### src/rtl/vga_scan_generator_if.sv
// Video bus between the scan generator, the colour mapper and the VGA DAC pins.
interface vga_scan_generator_if;
  logic [9:0] DrawX;
  logic [9:0] DrawY;
  logic       pix_en;
  logic       frame_start;
  logic [7:0] color_R;
  logic [7:0] color_G;
  logic [7:0] color_B;
  logic       VGA_CLK;
  logic       VGA_HS;
  logic       VGA_VS;
  logic       VGA_BLANK_N;
  logic       VGA_SYNC_N;
  logic [7:0] VGA_R;
  logic [7:0] VGA_G;
  logic [7:0] VGA_B;

  modport master (
    output DrawX, DrawY, pix_en, frame_start,
    output VGA_CLK, VGA_HS, VGA_VS, VGA_BLANK_N, VGA_SYNC_N, VGA_R, VGA_G, VGA_B,
    input  color_R, color_G, color_B
  );

  modport slave (
    input  DrawX, DrawY, pix_en, frame_start,
    input  VGA_CLK, VGA_HS, VGA_VS, VGA_BLANK_N, VGA_SYNC_N, VGA_R, VGA_G, VGA_B,
    output color_R, color_G, color_B
  );
endinterface

### src/rtl/vga_scan_generator.sv
// VGA raster scan: pixel divider, h/v counters, sync/blank decode and registered DAC outputs.
// Define VGA_TEST_PATTERN_EN to add a test_mode input that replaces colour with 8 vertical bars.
module vga_scan_generator #(
  parameter int H_VISIBLE = 640,
  parameter int H_FRONT   = 16,
  parameter int H_SYNC    = 96,
  parameter int H_BACK    = 48,
  parameter int V_VISIBLE = 480,
  parameter int V_FRONT   = 10,
  parameter int V_SYNC    = 2,
  parameter int V_BACK    = 33,
  parameter int CLK_DIV   = 2
) (
  input  logic                 Clk,
  input  logic                 Reset_n,
`ifdef VGA_TEST_PATTERN_EN
  input  logic                 test_mode,
`endif
  vga_scan_generator_if.master vga
);
  localparam int H_TOTAL = H_VISIBLE + H_FRONT + H_SYNC + H_BACK;
  localparam int V_TOTAL = V_VISIBLE + V_FRONT + V_SYNC + V_BACK;
  localparam int DIV_W   = $clog2(CLK_DIV);
  localparam int BAR_W   = H_VISIBLE / 8;

  logic [DIV_W-1:0] div_reg, div_next;
  logic [9:0]       hc_reg, hc_next;
  logic [9:0]       vc_reg, vc_next;
  logic             vga_clk_reg, vga_clk_next;
  logic             hs_reg, vs_reg, blank_n_reg;
  logic             pix_en, frame_start;
  logic             active, hs_n, vs_n;
  logic [2:0][7:0]  color_in;
  logic [2:0][7:0]  color_sel;
  logic [2:0][7:0]  rgb_out;

  always_comb begin
    pix_en       = (div_reg == DIV_W'(CLK_DIV - 1));
    div_next     = pix_en ? '0 : div_reg + 1'b1;
    vga_clk_next = (div_next >= DIV_W'(CLK_DIV / 2));
    hc_next      = hc_reg;
    vc_next      = vc_reg;
    if (pix_en) begin
      if (hc_reg == 10'(H_TOTAL - 1)) begin
        hc_next = '0;
        vc_next = (vc_reg == 10'(V_TOTAL - 1)) ? '0 : vc_reg + 10'd1;
      end else begin
        hc_next = hc_reg + 10'd1;
      end
    end
  end

  always_comb begin
    active      = (hc_reg < 10'(H_VISIBLE)) && (vc_reg < 10'(V_VISIBLE));
    hs_n        = !((hc_reg >= 10'(H_VISIBLE + H_FRONT)) &&
                    (hc_reg <  10'(H_VISIBLE + H_FRONT + H_SYNC)));
    vs_n        = !((vc_reg >= 10'(V_VISIBLE + V_FRONT)) &&
                    (vc_reg <  10'(V_VISIBLE + V_FRONT + V_SYNC)));
    frame_start = pix_en && (hc_reg == '0) && (vc_reg == '0);
  end

  assign color_in[0] = vga.color_R;
  assign color_in[1] = vga.color_G;
  assign color_in[2] = vga.color_B;

`ifdef VGA_TEST_PATTERN_EN
  logic [9:0] bar_full;
  logic [2:0] bar;
  // Bar index bits map straight onto channels: R off for bars 2,3,6,7; G off for 4..7; B off for odd bars.
  always_comb begin
    bar_full  = hc_reg / 10'(BAR_W);
    bar       = (bar_full > 10'd7) ? 3'd7 : bar_full[2:0];
    color_sel = color_in;
    if (test_mode) begin
      color_sel[0] = {8{~bar[1]}};
      color_sel[1] = {8{~bar[2]}};
      color_sel[2] = {8{~bar[0]}};
    end
  end
`else
  assign color_sel = color_in;
`endif

  always_ff @(posedge Clk or negedge Reset_n) begin
    if (!Reset_n) begin
      div_reg     <= '0;
      hc_reg      <= '0;
      vc_reg      <= '0;
      vga_clk_reg <= 1'b0;
      hs_reg      <= 1'b1;
      vs_reg      <= 1'b1;
      blank_n_reg <= 1'b0;
    end else begin
      div_reg     <= div_next;
      hc_reg      <= hc_next;
      vc_reg      <= vc_next;
      vga_clk_reg <= vga_clk_next;
      if (pix_en) begin
        hs_reg      <= hs_n;
        vs_reg      <= vs_n;
        blank_n_reg <= active;
      end
    end
  end

  generate
    for (genvar gi = 0; gi < 3; gi++) begin : g_chan
      logic [7:0] chan_reg;
      always_ff @(posedge Clk or negedge Reset_n) begin
        if (!Reset_n) begin
          chan_reg <= '0;
        end else if (pix_en) begin
          chan_reg <= active ? color_sel[gi] : 8'h00;
        end
      end
      assign rgb_out[gi] = chan_reg;
    end
  endgenerate

  assign vga.DrawX       = hc_reg;
  assign vga.DrawY       = vc_reg;
  assign vga.pix_en      = pix_en;
  assign vga.frame_start = frame_start;
  assign vga.VGA_CLK     = vga_clk_reg;
  assign vga.VGA_HS      = hs_reg;
  assign vga.VGA_VS      = vs_reg;
  assign vga.VGA_BLANK_N = blank_n_reg;
  assign vga.VGA_SYNC_N  = 1'b0;
  assign vga.VGA_R       = rgb_out[0];
  assign vga.VGA_G       = rgb_out[1];
  assign vga.VGA_B       = rgb_out[2];
endmodule

### src/flat_wrapper.sv
// flat-port wrapper written by rule: the top's interface ports become plain ports
module vga_scan_generator_flat 
#(
  parameter int H_VISIBLE = 640,
  parameter int H_FRONT   = 16,
  parameter int H_SYNC    = 96,
  parameter int H_BACK    = 48,
  parameter int V_VISIBLE = 480,
  parameter int V_FRONT   = 10,
  parameter int V_SYNC    = 2,
  parameter int V_BACK    = 33,
  parameter int CLK_DIV   = 2
)
  (Clk, Reset_n, vga_DrawX, vga_DrawY, vga_pix_en, vga_frame_start, vga_VGA_CLK, vga_VGA_HS, vga_VGA_VS, vga_VGA_BLANK_N, vga_VGA_SYNC_N, vga_VGA_R, vga_VGA_G, vga_VGA_B, vga_color_R, vga_color_G, vga_color_B);
  vga_scan_generator_if vga_i ();
  input  logic Clk;
  input  logic Reset_n;
  output wire logic [$bits(vga_i.DrawX)-1:0] vga_DrawX;
  output wire logic [$bits(vga_i.DrawY)-1:0] vga_DrawY;
  output wire logic [$bits(vga_i.pix_en)-1:0] vga_pix_en;
  output wire logic [$bits(vga_i.frame_start)-1:0] vga_frame_start;
  output wire logic [$bits(vga_i.VGA_CLK)-1:0] vga_VGA_CLK;
  output wire logic [$bits(vga_i.VGA_HS)-1:0] vga_VGA_HS;
  output wire logic [$bits(vga_i.VGA_VS)-1:0] vga_VGA_VS;
  output wire logic [$bits(vga_i.VGA_BLANK_N)-1:0] vga_VGA_BLANK_N;
  output wire logic [$bits(vga_i.VGA_SYNC_N)-1:0] vga_VGA_SYNC_N;
  output wire logic [$bits(vga_i.VGA_R)-1:0] vga_VGA_R;
  output wire logic [$bits(vga_i.VGA_G)-1:0] vga_VGA_G;
  output wire logic [$bits(vga_i.VGA_B)-1:0] vga_VGA_B;
  input wire logic [$bits(vga_i.color_R)-1:0] vga_color_R;
  input wire logic [$bits(vga_i.color_G)-1:0] vga_color_G;
  input wire logic [$bits(vga_i.color_B)-1:0] vga_color_B;
  assign vga_DrawX = vga_i.DrawX;
  assign vga_DrawY = vga_i.DrawY;
  assign vga_pix_en = vga_i.pix_en;
  assign vga_frame_start = vga_i.frame_start;
  assign vga_VGA_CLK = vga_i.VGA_CLK;
  assign vga_VGA_HS = vga_i.VGA_HS;
  assign vga_VGA_VS = vga_i.VGA_VS;
  assign vga_VGA_BLANK_N = vga_i.VGA_BLANK_N;
  assign vga_VGA_SYNC_N = vga_i.VGA_SYNC_N;
  assign vga_VGA_R = vga_i.VGA_R;
  assign vga_VGA_G = vga_i.VGA_G;
  assign vga_VGA_B = vga_i.VGA_B;
  assign vga_i.color_R = vga_color_R;
  assign vga_i.color_G = vga_color_G;
  assign vga_i.color_B = vga_color_B;
  vga_scan_generator #(.H_VISIBLE(H_VISIBLE), .H_FRONT(H_FRONT), .H_SYNC(H_SYNC), .H_BACK(H_BACK), .V_VISIBLE(V_VISIBLE), .V_FRONT(V_FRONT), .V_SYNC(V_SYNC), .V_BACK(V_BACK), .CLK_DIV(CLK_DIV)) u_core (.Clk(Clk), .Reset_n(Reset_n), .vga(vga_i));
endmodule
### config.mk
export PLATFORM = sky130hd
export DESIGN_NAME = vga_scan_generator_flat
export DESIGN_NICKNAME = d
export VERILOG_FILES = /design/src/rtl/vga_scan_generator_if.sv /design/src/rtl/vga_scan_generator.sv /design/src/flat_wrapper.sv
export SDC_FILE = /design/constraint.sdc
export NUM_CORES = 1
export LEC_CHECK = 0
export ABC_AREA = 1
export ABC_CLOCK_PERIOD_IN_PS = 1900
export CAP_MARGIN = 25
export CORE_ASPECT_RATIO = 1.2
export CORE_MARGIN = 2
export CORE_UTILIZATION = 24
export DETAILED_ROUTE_END_ITERATION = 8
export PLACE_DENSITY = 0.51
export SLEW_MARGIN = 20
export SYNTH_ARGS = -nofsm -noshare
export SYNTH_HDL_FRONTEND = slang
export SYNTH_SLANG_ARGS = --single-unit
### constraint.sdc
create_clock -name Clk -period 1.9 [get_ports Clk]
set_clock_uncertainty 0.1 [all_clocks]
set_input_delay 0.38 -clock Clk [delete_from_list [all_inputs] [get_ports Clk]]
set_output_delay 0.38 -clock Clk [all_outputs]
set_load 0.005 [all_outputs]
# Yosys cells after proc, flatten, opt, wreduce, memory -nomap -nowiden
# Index checks and enable logic that the tools add are counted.
# classes
add_sub_neg	3
order_cmp	7
eq_ne	2
mux	6
n_reduce_logical	10
# op_table
cell	n
8-bit 2-to-1 mux	3
10-bit by 1-bit adder with 10-bit output, second input constant	2
10-bit == test, second input constant	2
10-bit logical NOT	2
10-bit < comparator, second input constant	2
10-bit by 9-bit < comparator with 1-bit output, second input constant	2
10-bit 2-to-1 mux	2
10-bit >= comparator, second input constant	1
10-bit by 9-bit >= comparator with 1-bit output, second input constant	1
1-bit logical AND	5
1-bit logical NOT	2
2-bit AND reduction	1
1-bit adder, second input constant	1
1-bit >= comparator, second input constant	1
1-bit 2-to-1 mux	1
# totals
regBits	49
in_bits	26
output_inout_bits	51
wordCells	38

# Longest topological paths before layout
# Gate-level depths: netlist of run 1.
# logic_depth
depth_word	3
mapped_depth	9

# Least setup slack after synthesis of run 1
# OpenSTA, ideal clock, no wires.
# synth_path
path_type	reg2out
from	reg u_core.hc_reg[0] (netlist: u_core.vga.DrawX[0])
to	out vga_frame_start
arrival_ns	1.069
required_ns	1.420
path_slack_ns	0.351
stages_incl_launch_ff	7
n_path_buf	0
cell_sequence	dfrtp_1 inv_1 ha_1 inv_1 nor4_1 nand3_1 nor2_1
# synth_via
elab_chain_cells	3
# synth_rtl
item	line_no	source
from (decl)	vga_scan_generator.sv:27	logic [9:0] hc_reg, hc_next;
from (signal assigned)	vga_scan_generator.sv:95	hc_reg <= hc_next;
10-bit logical NOT	vga_scan_generator.sv:59	frame_start = pix_en && (hc_reg == '0) && (vc_reg == '0);
1-bit logical AND (2 in series)	vga_scan_generator.sv:59	
to (decl)	flat_wrapper.sv:21	output wire logic [$bits(vga_i.frame_start)-1:0] vga_frame_start;
# Every way passes these cells.

# Worst setup path after layout of run 1
# Ends and elaborated chain as after synthesis.

==> results of run 1 <==
## synthesized netlist by cell type (2+ instances only)
master and instances:
nand2_1 89, nor2_2 7, nand3_1 45, xor2_1 2
dfstp_2 2, xnor2_1 2, buf_6 3, inv_1 25
o21ai_2 3, dfrtp_1 46, buf_2 6, nor4_1 2
buf_4 5, nand4_1 7, nor3_1 4, inv_2 4
ha_1 4, o21ai_0 8, nor2_1 17, nor2_4 2
o21ai_1 4
## worst paths after layout
check	endpoint	startpoint	slack (ns)
worst min register to register	u_core.vga.VGA_G[2]$_DFFE_PN0P_	u_core.vga.VGA_G[2]$_DFFE_PN0P_	0.38
min in group asynchronous	u_core.vga.DrawX[2]$_DFFE_PN0P_	Reset_n	0.51
max in group asynchronous	u_core.vga.VGA_VS$_DFFE_PN1P_	Reset_n	0.90
worst max register to register	u_core.vga.DrawY[1]$_DFFE_PN0P_	u_core.vga.DrawX[1]$_DFFE_PN0P_	0.23
worst max-delay path	vga_frame_start	u_core.vga.DrawX[0]$_DFFE_PN0P_	-0.008
worst min-delay path	u_core.vga.VGA_G[2]$_DFFE_PN0P_	u_core.vga.VGA_G[2]$_DFFE_PN0P_	0.38
## metrics by stage
step	area [um^2]	hold WS, ns	total power [uW]	TNS [ns]
6_report	3650	0.383	2220	-0.00757
5_1_grt	3650	0.406	2330	-0.0767
4_1_cts	3640	0.387	2260	-0.0161
3_5_place_dp	3450	0.291	1240	-0.201
3_3_place_gp	3450	0.296	1240	-0.0873
2_1_floorplan	2420	-0.0156	1110	0
## final cells by class
type	instances	area, um^2	area share, %
Clock inverter	2	35.0	0.961
Clock buffer	6	129	3.53
Multi-Input combinational cell	205	1010	27.8
Timing Repair Buffer	106	998	27.4
Sequential cell	48	1200	33.0
Tap cell	126	158	4.32
Inverter	29	109	2.98
## flip-flops by register name, summed over array words and instances, names as in the netlist
signal                  cells
u_core.vga.VGA_G            8
u_core.vga.VGA_BLANK_N      1
u_core.vga.DrawX           10
u_core.vga.DrawY           10
u_core.vga.VGA_B            8
u_core.vga.VGA_VS           1
u_core.vga.pix_en           1
u_core.vga.VGA_R            8
u_core.vga.VGA_HS           1
## cell families (layout without fill, tap and decap cells)
| logic type | count (synthesis) | count (layout) | synth area share [%] |
|---|---|---|---|
| flip-flops | 48 | 48 | 49.7 |
| buffers and inverters | 43 | 143 | 8.68 |
| AND/OR/NAND/NOR | 178 | 178 | 33.5 |
| AO/OA/AOI/OAI | 18 | 18 | 4.49 |
| XOR/XNOR | 4 | 4 | 1.45 |
| adder cells (fa/ha/maj) | 4 | 4 | 2.07 |
| other | 1 | 1 | 0.155 |
## timing repair
action	in CTS	in global routing
endpoints found under the setup margin	2	3
gates cloned	0	0
gates resized for setup	7	2
hold buffers	1	0
setup buffers	1	0
pin swaps	3	0
endpoints found under the hold margin	45	0
## routing by layer
metal | vias up | share of wire, % | track usage (%)
li1 | 1148 | - | -
met1 | 1014 | 45 | 15.3
met2 | 61 | 49 | 20.0
met3 | 5 | 5.2 | 3.29
met4 | 0 | 0.86 | 3.14
met5 | - | 0 | 0
## worst min-delay path, cell delays in order, from the launching register on
cell and delay, ns:
dfrtp_1 0.35, nand2_1 0.05, nand2_1 0.05
## layout by cell type (no fill, tap or decap), drive strengths merged
| cell | n |
|---|---|
| a21oi | 1 |
| a22o | 1 |
| a31o | 1 |
| buf | 32 |
| bufinv | 1 |
| clkbuf | 6 |
| clkdlybuf4s50 | 72 |
| clkinv | 1 |
| conb | 1 |
| dfrtp | 46 |
| dfstp | 2 |
| dlygate4sd3 | 1 |
| dlymetal6s2s | 1 |
| ha | 4 |
| inv | 29 |
| nand2 | 90 |
| nand3 | 46 |
| nand4 | 8 |
| nor2 | 26 |
| nor3 | 5 |
| nor4 | 2 |
| o21ai | 15 |
| or2 | 1 |
| xnor2 | 2 |
| xor2 | 2 |
## report_power, final
group	internal [uW]	total [uW]	leakage [uW]	switching [uW]
registers	1050	1060	0.000588	15.0
clock network	620	1000	0.0000808	383
logic	103	155	0.00103	52.0
==> metrics, run 1 <==
Yosys top cell area share=47.5%; synthesized flop and latch total=48; failing checks=negative setup slack; Worst-path clk slew=about 0.070 ns; Die ar.=approximately 11000 um^2; Synth area leader=dfrtp_1; MaxCap Viol Count=0; Die W=95.7 um; Power Dens Cells=between 600 and 700 nW/um^2; Top Ports=77; f_max=0.524 GHz; sequential-to-total area share from yosys stat=about 50%; fin util=~37%; WP buf/inv=3; CP endpoint kind=output port; post-route ant nets=0; Leak Pwr=0.00170 uW; diode count=0; CTS tree=built; fin cells=between 500 and 600; Root Driver=clkbuf_16; Crit Path Class=flip-flop to output port; number of fill cells in the layout=~1100; Largest delay share family, worst path=flip-flops; share of cells above drive strength 1=16.4%; Hold WC Path Type=flip-flop to flip-flop; drt drc=0; Tmin final=between 1.5 and 2 ns; latest clock arrival within the worst-skew pair=around 0.29 ns; Num CTS Buffers=5; Mapped Nets=between 300 and 400; Nets=approximately 430; first-pass GRT wire length=~10 mm; Stages on worst setup path=7; Synth async-reset ratio=100%; # port buffers=75; EDFF count, synth=0; Critical Path Max Stage Delay=a little under 0.4 ns; Crit-path slowest cell=dfrtp_1; CP Launch Type=flip-flop; detailed-route wire length per cell=roughly 12 um; Main synth FF type=dfrtp_1; R2R depth=9; Pre-antenna DRT Iters=4; largest net degree at the start of global routing=49; maximum clock path buffer count=2; crit path DAT=1.43 ns; via/cell ratio=roughly 4.3; setup ws final=-0.00757 ns; vias post-DR=around 2200; die extent in y=about 110 um; status=finished with violations; pre-CTS setup slack=-0.201 ns; vias in the first global route=2172; unrepaired setup endpoints after global routing=true; starting density of the core=24.4%; Placeable Area=between 9000 and 10000 um^2; P&R area growth vs syn=50.6%; RePlAce Congestion=0.791; Yosys cell types=30; H-tree lvl count=2; cells taking the most area after synthesis=dfrtp_1, nand2_1, nand3_1, inv_1, nor2_1; Cell Rows=40; global-route usage over all layers=roughly an eighth; hpwl dp=between 4 and 5 mm; Post-Syn Area=approximately 2400 um^2; # setup viols final=1; Yosys warning count=0; VDD IR max=around 0.00028 V; GR Overflow Total=0; Critical Path RT=1.42 ns; initial antenna violation count=0; initial DRC count=46; fin. max-slew vios=0; Inst Count DP=around 500; Final period util=100%; Mean Syn Cell Area=around 8.2 um^2; WHS Path Cells=2; Synth Instances=296; Post-Route WL=between 6 and 7 mm; largest fanout on the critical path=2; crit-path cells=inv_2, ha_1, inv_1, nor4_2, nand3_1, nor2_1, buf_2; Hold Violations, Final=0; clk sinks=48
(Power assumes the default switching activity.)
==> inputs of run 2 (changes only) <==
Settings changed: SKIP_LAST_GASP set to 1.
==> results of run 2 <==
Final layout, timing and power as in run 1 (identical DEF).
==> inputs of run 3 (changes only) <==
Settings changed: ABC_CLOCK_PERIOD_IN_PS 1900 to 2020, CTS_BUF_LIST set to sky130_fd_sc_hd__clkbuf_8.
Clock period 1.9 ns to 2.02 ns, I/O delays scaled along.
==> metrics, run 3 (synthesis gave the netlist of run 1 again) <==
clk sinks=48; CP endpoint kind=output port; number of fill cells in the layout=roughly 1100; RePlAce Congestion=about 0.78; Post-Route WL=about 6.3 mm; Die W=95.7 um; Critical Path RT=~1.5 ns; setup ws final=approximately 0.095 ns; Top Ports=between 70 and 80; Tmin final=between 1.5 and 2 ns; # port buffers=75; post-route ant nets=0; Num CTS Buffers=5; Hold Violations, Final=0; maximum clock path buffer count=2; Slew HR=between 60% and 70%; MaxCap Viol Count=0; drt drc=0; status=finished clean; Hold WC Path Type=flip-flop to flip-flop; WP buf/inv=2; pre-CTS setup slack=-0.0177 ns; Final Instance Area=3550 um^2; Die ar.=10900 um^2; commonest non-fill, non-tap cell in the layout=nand2_1; f_max=just over 0.5 GHz; DP Area=about 3400 um^2; GR Overflow Total=0; detailed-route wire length per cell=around 12 um; Power Total=1860 uW; Final period util=a little over nine tenths; Worst-path clk slew=approximately 0.10 ns; Critical Path Max Stage Delay=0.55 ns; worst slew pin tran=around 0.59 ns; P&R area growth vs syn=46.7%; via/cell ratio=4.31; hpwl dp=around 4.6 mm; Root Driver=clkbuf_8; crit-path cells=buf_6, clkdlybuf4s50_1; starting density of the core=between 20% and 30%; post-CTS setup buffers=0; vias in the first global route=about 2200; Crit Path Class=flip-flop to output port; unrepaired setup endpoints after global routing=true; initial DRC count=44; first-pass GRT wire length=approximately 10 mm; Crit-path slowest cell=clkdlybuf4s50_1; Leak Pwr=0.00164 uW; Nets=419; H-tree lvl count=2; Placeable Area=9910 um^2; crit path DAT=between 1 and 1.5 ns; # setup viols final=0; VDD IR max=about 0.00023 V; Cell Rows=40; latest clock arrival within the worst-skew pair=0.31 ns; vias post-DR=2223; Largest delay share family, worst path=buffers and inverters; die extent in y=about 110 um; largest fanout on the critical path=14; fin. max-slew vios=0; Setup TNS=0 ns; global-route usage over all layers=12.1%; largest net degree at the start of global routing=31; initial antenna violation count=0; diode count=0; Power Dens Cells=~520 nW/um^2; CTS tree=built; Pre-antenna DRT Iters=4; CP Launch Type=flip-flop; most frequent cells in the layout=nand2_1, clkdlybuf4s50_1, dfrtp_1; share of cells above drive strength 1=about 17%; fin util=35.9%
run 3: final cells by class:
cell class	instances	area (um^2)	area share [%]
repair buffers	100	935	26.3
well taps	126	158	4.44
clock buffers	5	68.8	1.94
flip-flops and latches	48	1200	33.9
multi-input cells	205	1040	29.2
clock inverters	3	42.5	1.20
inverters	29	109	3.06
run 3: what timing repair did:
item | CTS | global route
gates resized for setup | 9 | 5
endpoints found under the setup margin | 1 | 2
hold buffers | 1 | 0
pin swaps | 3 | 3
endpoints found under the hold margin | 2 | 0
run 3: path summary, 6_finish.rpt:
check | slack, ns | startpoint | cells after the start | to
min in group asynchronous | 0.52 | Reset_n | 2 | u_core.vga.DrawX[2]$_DFFE_PN0P_
min reg2reg | 0.39 | u_core.vga.VGA_B[0]$_DFFE_PN0P_ | 2 | u_core.vga.VGA_B[0]$_DFFE_PN0P_
max in group asynchronous | 0.70 | Reset_n | 3 | u_core.vga.VGA_G[1]$_DFFE_PN0P_
min | 0.39 | u_core.vga.VGA_B[0]$_DFFE_PN0P_ | 2 | u_core.vga.VGA_B[0]$_DFFE_PN0P_
max reg2reg | 0.24 | u_core.vga.DrawX[1]$_DFFE_PN0P_ | 7 | u_core.vga.DrawY[6]$_DFFE_PN0P_
max | 0.09 | u_core.vga.pix_en$_DFF_PN0_ | 2 | vga_pix_en
run 3: per-layer routing:
layer,up-vias,track usage [%],part of all wire (%)
li1,1130,-,-
met1,1028,14.7,45
met2,59,20.3,48
met3,6,3.88,6.0
met4,0,3.90,1.2
met5,-,0,0
run 3: worst reg2reg max path: stages (launching register included):
cell	delay [ns]
dfrtp_1	0.37
buf_4	0.12
ha_1	0.16
nand2_1	0.11
nor2_2	0.19
nand4_2	0.38
nand2_1	0.19
o21ai_2	0.06
run 3: through the flow:
stage          hold slack (ns)  instances
6_report                 0.385        516
3_3_place_gp             0.348        507
2_1_floorplan          0.00841        296
4_1_cts                  0.395        516
5_1_grt                  0.419        516
3_5_place_dp             0.350        507
run 3: power breakdown:
part           total [uW]  leakage, uW  internal (uW)  switching [uW]
sequential            999     0.000588            985            14.2
clock                 720    0.0000541            367             353
combinational         144     0.000997           95.4            48.4
